File: src/rtl/oled_spi_burst_ctrl.sv
// Purpose: write-only SPI master for an OLED panel: sends 0..MAXBYTES bytes MSB-first with a per-byte D/C line.
// Latency: per byte T_SETUP + 8*CLKDIV + T_HOLD + T_GAP cycles from accept to done; count 0 completes 1 cycle after accept.
// Backpressure: send_i is taken only while rdy_o=1 and ignored otherwise; the payload is latched on accept.
//
// Ports:
//   clk_i, rst_n_i          clock, asynchronous active-low reset
//   send_i                  transaction request (sampled only while rdy_o=1)
//   numbytes_i              byte count; values above MAXBYTES are clamped to MAXBYTES
//   cmd_i                   payload, byte k in [8k+7:8k], byte 0 is sent first
//   dcsel_i                 data/command flag per byte, bit k for byte k
//   rdy_o, done_o           idle/ready, one-cycle completion pulse
//   sclk_o, sdo_o, cs_n_o, dc_o   SPI clock, data, chip select, data/command line
//
// Macro OLED_SPI_BURST_CS_EN: when defined, cs_n_o stays low across all bytes of a
// transaction (CLKDIV idle cycles between bytes); otherwise every byte is framed on its own.
module oled_spi_burst_ctrl #(
    parameter int MAXBYTES = 4,
    parameter int CLKDIV   = 200,
    parameter int T_SETUP  = 200,
    parameter int T_HOLD   = 200,
    parameter int T_GAP    = 400,
    parameter bit CPOL     = 1'b0,
    parameter bit CPHA     = 1'b0
) (
    input  logic                            clk_i,
    input  logic                            rst_n_i,
    input  logic                            send_i,
    input  logic [$clog2(MAXBYTES+1)-1:0]   numbytes_i,
    input  logic [8*MAXBYTES-1:0]           cmd_i,
    input  logic [MAXBYTES-1:0]             dcsel_i,
    output logic                            rdy_o,
    output logic                            done_o,
    output logic                            sclk_o,
    output logic                            sdo_o,
    output logic                            cs_n_o,
    output logic                            dc_o
);

`ifdef OLED_SPI_BURST_CS_EN
    localparam bit BURST = 1'b1;
`else
    localparam bit BURST = 1'b0;
`endif

    localparam int NB_W = $clog2(MAXBYTES + 1);

    // Zero-length waits are treated as one cycle so the down-counters never underflow.
    localparam int TS_C = (T_SETUP < 1) ? 1 : T_SETUP;
    localparam int TH_C = (T_HOLD  < 1) ? 1 : T_HOLD;
    localparam int TG_C = (T_GAP   < 1) ? 1 : T_GAP;
    localparam int M_A  = (TS_C > TH_C) ? TS_C : TH_C;
    localparam int M_B  = (TG_C > CLKDIV) ? TG_C : CLKDIV;
    localparam int TMAX = (M_A > M_B) ? M_A : M_B;
    localparam int TW   = $clog2(TMAX + 1);
    localparam int DW   = $clog2(CLKDIV);

    localparam logic [TW-1:0] TS_LD = TW'(TS_C - 1);
    localparam logic [TW-1:0] TH_LD = TW'(TH_C - 1);
    localparam logic [TW-1:0] TG_LD = TW'(TG_C - 1);
    localparam logic [TW-1:0] CD_LD = TW'(CLKDIV - 1);
    localparam logic [DW-1:0] HALF_END = DW'(CLKDIV / 2 - 1);
    localparam logic [DW-1:0] FULL_END = DW'(CLKDIV - 1);

    typedef enum logic [2:0] {IDLE, SETUP, SHIFT, HOLD, GAP} state_t;

    state_t                  state_q;
    logic                    rdy_q, done_q, cs_n_q, sclk_q, sdo_q, dc_q;
    logic [TW-1:0]           tmr_q;
    logic [DW-1:0]           div_q;
    logic [2:0]              bit_q;
    logic [NB_W-1:0]         rem_q;     // bytes still to send, including the one in flight
    logic [8*MAXBYTES-1:0]   cmd_q;     // current byte always sits in [7:0]
    logic [MAXBYTES-1:0]     dcsel_q;   // current byte's flag always sits in bit 0
    logic [7:0]              sh_q;

    logic [NB_W-1:0]         nbytes_d;
    logic [MAXBYTES-1:0]     dcsel_d;

    always_comb begin
        nbytes_d = numbytes_i;
        if (numbytes_i > NB_W'(MAXBYTES)) begin
            nbytes_d = NB_W'(MAXBYTES);
        end
        dcsel_d = dcsel_q >> 1;
    end

    always_ff @(posedge clk_i or negedge rst_n_i) begin
        if (!rst_n_i) begin
            state_q <= IDLE;
            rdy_q   <= 1'b0;
            done_q  <= 1'b0;
            cs_n_q  <= 1'b1;
            sclk_q  <= CPOL;
            sdo_q   <= 1'b0;
            dc_q    <= 1'b0;
            tmr_q   <= '0;
            div_q   <= '0;
            bit_q   <= '0;
            rem_q   <= '0;
            cmd_q   <= '0;
            dcsel_q <= '0;
            sh_q    <= '0;
        end else begin
            done_q <= 1'b0;
            case (state_q)
                IDLE: begin
                    rdy_q <= 1'b1;
                    if (send_i && rdy_q) begin
                        rdy_q   <= 1'b0;
                        cmd_q   <= cmd_i;
                        dcsel_q <= dcsel_i;
                        rem_q   <= nbytes_d;
                        tmr_q   <= TS_LD;
                        state_q <= SETUP;
                        // An empty request passes through SETUP with cs_n kept high.
                        if (nbytes_d != '0) begin
                            cs_n_q <= 1'b0;
                            dc_q   <= dcsel_i[0];
                        end
                    end
                end
                SETUP: begin
                    if (rem_q == '0) begin
                        state_q <= IDLE;
                        done_q  <= 1'b1;
                        rdy_q   <= 1'b1;
                    end else if (tmr_q == '0) begin
                        state_q <= SHIFT;
                        div_q   <= '0;
                        bit_q   <= '0;
                        // Mode CPHA=0 presents bit 7 half a period before the first edge.
                        if (!CPHA) begin
                            sdo_q <= cmd_q[7];
                            sh_q  <= {cmd_q[6:0], 1'b0};
                        end else begin
                            sh_q  <= cmd_q[7:0];
                        end
                    end else begin
                        tmr_q <= tmr_q - TW'(1);
                    end
                end
                SHIFT: begin
                    div_q <= div_q + DW'(1);
                    if (div_q == HALF_END) begin
                        sclk_q <= ~CPOL;            // leading edge
                        if (CPHA) begin
                            sdo_q <= sh_q[7];
                            sh_q  <= {sh_q[6:0], 1'b0};
                        end
                    end
                    if (div_q == FULL_END) begin
                        div_q  <= '0;
                        sclk_q <= CPOL;             // trailing edge
                        if (bit_q == 3'd7) begin
                            rem_q <= rem_q - NB_W'(1);
                            if (BURST && (rem_q > NB_W'(1))) begin
                                // Next byte follows after CLKDIV idle cycles, cs_n held low.
                                cmd_q   <= cmd_q >> 8;
                                dcsel_q <= dcsel_d;
                                dc_q    <= dcsel_d[0];
                                tmr_q   <= CD_LD;
                                state_q <= SETUP;
                            end else begin
                                tmr_q   <= TH_LD;
                                state_q <= HOLD;
                            end
                        end else begin
                            bit_q <= bit_q + 3'd1;
                            if (!CPHA) begin
                                sdo_q <= sh_q[7];
                                sh_q  <= {sh_q[6:0], 1'b0};
                            end
                        end
                    end
                end
                HOLD: begin
                    if (tmr_q == '0) begin
                        cs_n_q  <= 1'b1;
                        sdo_q   <= 1'b0;
                        tmr_q   <= TG_LD;
                        state_q <= GAP;
                    end else begin
                        tmr_q <= tmr_q - TW'(1);
                    end
                end
                GAP: begin
                    if (tmr_q != '0) begin
                        tmr_q <= tmr_q - TW'(1);
                    end else if (rem_q != '0) begin
                        cmd_q   <= cmd_q >> 8;
                        dcsel_q <= dcsel_d;
                        dc_q    <= dcsel_d[0];
                        cs_n_q  <= 1'b0;
                        tmr_q   <= TS_LD;
                        state_q <= SETUP;
                    end else begin
                        state_q <= IDLE;
                        done_q  <= 1'b1;
                        rdy_q   <= 1'b1;
                    end
                end
                default: state_q <= IDLE;
            endcase
        end
    end

    assign rdy_o  = rdy_q;
    assign done_o = done_q;
    assign sclk_o = sclk_q;
    assign sdo_o  = sdo_q;
    assign cs_n_o = cs_n_q;
    assign dc_o   = dc_q;

endmodule

File: config.mk
export PLATFORM = sky130hd
export DESIGN_NAME = oled_spi_burst_ctrl
export DESIGN_NICKNAME = d
export VERILOG_FILES = /design/src/rtl/oled_spi_burst_ctrl.sv
export SDC_FILE = /design/constraint.sdc
export NUM_CORES = 1
export LEC_CHECK = 0
export BUFFER_PORTS_ARGS = -buffer_cell sky130_fd_sc_hd__buf_2
export CAP_MARGIN = 20
export CORE_AREA = 2 2 88 90
export DETAILED_ROUTE_END_ITERATION = 6
export DIE_AREA = 0 0 90 92
export PLACE_DENSITY = 0.78
export SLEW_MARGIN = 20
export SYNTH_ARGS = -nofsm -noshare
export SYNTH_HDL_FRONTEND = slang
export SYNTH_SLANG_ARGS = --single-unit
File: constraint.sdc
create_clock -name clk_i -period 2.45 [get_ports clk_i]
set_clock_uncertainty 0.05 [all_clocks]
set_input_delay 0.49 -clock clk_i [delete_from_list [all_inputs] [get_ports clk_i]]
set_output_delay 0.49 -clock clk_i [all_outputs]
set_load 0.005 [all_outputs]
==> metrics.yaml <==
floorplanning:
  fp.coreArea_sq_um: 7450
  num_rows: 32
  start_util_pct: 52.6
  num_io_pins: 48
  die_area_sq_um: 8280
  die_h_um: 92
  fp.dieW_um: 90
setup_path:
  cp-start-kind: "register"
  endpoint: "tmr_q[3]"
  crit_buf_inv: 1
  end_kind: "register"
  crit_start: "tmr_q[0]"
  crit_type: "register to register"
  reg2reg_depth: 7
  arrival_ns: 2.47
  rr_startpoint: "tmr_q[0]"
  crit_chain: "inv_1 -> ha_1 -> nor4b_4 -> nand2_2 -> a211oi_2 -> nor2_4 -> mux2_1"
  cp.required_ns: 2.64
  cpPeakStageDelay_ns: 0.43
  critical_path_depth: 7
  path_max_fanout: 6
  worst_path_max_delay_cell: "dfrtp_1"
  r2r_end: "tmr_q[3]"
  critPathTopFamily: "simple AND/OR/NAND/NOR gates"
  reg2reg_slack_ns: 0.17
grt:
  overflow: 0
  antenna_found_initial: 0
  grt_max_degree: 62
  grt_pass1_wl_mm: 14.0
  first_global_vias: 3004
  track_usage_pct: 20.7
route:
  via_count: 3121
  dr.first_iter.drc_count: 239
  wire_per_inst_um: 14.4
  drt_wl_total_mm: 7.95
  dr.pass1.iters: 5
  antenna_left: 0
  drc: 0
  via_per_inst: 5.65
sta:
  maxSlewHeadroom_pct: 66.0
  worst_slew_pin_slew_ns: 0.508
  period_share_pct: 93.1
  finalWorstSetupSlack_ns: 0.168
  rsz0062_at_grt: "false"
  fin_setup_tns_ns: 0
  drv_slew: 0
  max_freq_mhz: 438
  hold_violations: 0
  setup_viol: 0
  fin_crit_ns: 2.28
placed_design:
  port_buffers: 47
  place_ws_ns: 0.174
  dp_hpwl_mm: 5.51
  place_congestion: 0.850
yosys:
  synth_area_per_cell_sq_um: 9.89
  synth_edf_count: 0
  synthArstFlopShare_pct: 100
  synthCells: 396
  synth_area_sq_um: 3920
  ys_types: 61
  synth_seq_cells: 74
  ys_warn_count: 0
  synth_nets: 445
  ys.flop_type: "dfrtp_1"
  ys_seq_area_share_pct: 47.3
clocking:
  htreeDepth: 3
  cts_max_path_buffers: 2
  path_clk_slew_ns: 0.09
  cts_buffers: 9
  cts.sinks: 74
  cts_tree: "yes"
  root_buffer: "clkbuf_8"
  clk_latency_ns: 0.35
pwr:
  peakVddDrop_v: 0.000557
  powerDensity_nw_per_um2: 929
  p_leak_nw: 1.97
layout:
  final_common_cell: "dfrtp_1"
  nets: 494
  syn_to_final_growth_pct: 14.3
  fillers: 659
  n_antenna_cell: 0
  drive_gt1_share_pct: 22.4
  final_cell_mix: "dfrtp_1, nand2_1, buf_2"
job:
  maxCapViolCount: 0
run_status:
  outcome: "finished, final reports clean"
min_path:
  worstHoldPathType: "input pin to asynchronous set/reset pin"
==> final cells by class <==
class,instances,area [sq um],area share [%]
Clock inverter,7,58.8,1.31
Inverter,12,45.0,1.01
Tap cell,102,128,2.85
Sequential cell,74,1850,41.4
Clock buffer,9,124,2.77
Timing Repair Buffer,58,333,7.43
Multi-Input combinational cell,290,1940,43.2
==> cell usage after synthesis, types with 4 or more instances <==
cell type	number	area share, %
buf_2	4	0.51
o21ai_0	43	5.5
nor2b_1	10	1.6
nor3_1	8	1.0
mux2i_1	28	7.2
o22ai_1	5	0.80
inv_1	12	1.2
a21oi_1	12	1.5
nor2_1	24	2.3
nand4_1	4	0.64
clkbuf_1	13	1.2
nand3_1	8	1.0
o22a_1	6	1.3
or2_2	4	0.64
nand2_1	49	4.7
a211oi_1	4	0.77
a31oi_1	5	0.80
ha_1	7	2.2
nand2b_1	6	0.96
a22o_1	11	2.5
dfrtp_1	73	47
==> worst min-delay path by stage <==
stage	start	end	slack, ns	cells past startpoint
2_1_floorplan	rst_n_i	bit_q[0]	0.14	0
3_3_place_gp	rem_q[1]	rem_q[1]	0.41	1
3_5_place_dp	rem_q[1]	rem_q[1]	0.42	1
4_1_cts	rst_n_i	tmr_q[7]	0.04	1
5_1_grt	rst_n_i	done_o	0.07	1
6_report	rst_n_i	tmr_q[7]	0.03	1
==> logic make-up (layout without fill, tap and decap cells) <==
group | after synthesis | count (layout) | share of synthesized area (%)
simple gates | 139 | 139 | 19.1
compound gates | 108 | 108 | 18.3
flops | 74 | 74 | 47.3
mux | 34 | 34 | 9.08
buf+inv | 32 | 86 | 3.48
fa+ha+maj | 7 | 7 | 2.24
xor+xnor | 2 | 2 | 0.448
==> per-layer routing <==
metal / wire length [um] / global-route usage [%] / vias up
met3: 470 / 4.68 / 12
li1: - / - / 1537
met2: 3570 / 31.3 / 113
met5: 0 / 0 / -
met4: 99 / 7.82 / 0
met1: 3810 / 29.4 / 1459
==> report_power, final <==
group          internal (mW)  leakage (nW)  total, mW  switching [mW]
logic                  0.590         0.950       1.31           0.715
registers               1.62         0.935       1.97           0.342
clock network          0.381        0.0868      0.886           0.505
==> through the flow <==
step | power, mW | hold slack (ns) | cell area (sq um) | util [%] | cells
2_1_floorplan | 2.92 | 0.144 | 3920 | - | 396
5_1_grt | 4.51 | 0.0656 | 4480 | 60.1 | 552
3_5_place_dp | 3.28 | 0.421 | 4290 | 57.6 | 536
6_report | 4.16 | 0.0336 | 4480 | 60.1 | 552
3_3_place_gp | 3.20 | 0.410 | 4290 | 57.6 | 536
4_1_cts | 4.18 | 0.0441 | 4470 | 60.0 | 552
==> flip-flops by register name (all words and copies together) (netlist names) <==
name and flops:
bit_q 3, cmd_q 32, cs_n_o 1, dc_o 1
dcsel_q 3, div_q 8, done_o 1, rdy_o 1
rem_q 3, sclk_o 1, sdo_o 1, sh_q 7
state_q 3, tmr_q 9
==> timing repair <==
item | CTS | global route
resized for setup | 0 | 1
hold buffers | 0 | 0
setup endpoints to repair | 0 | 1
buffers inserted | 0 | 0
Power figures use the tool's default switching activity.
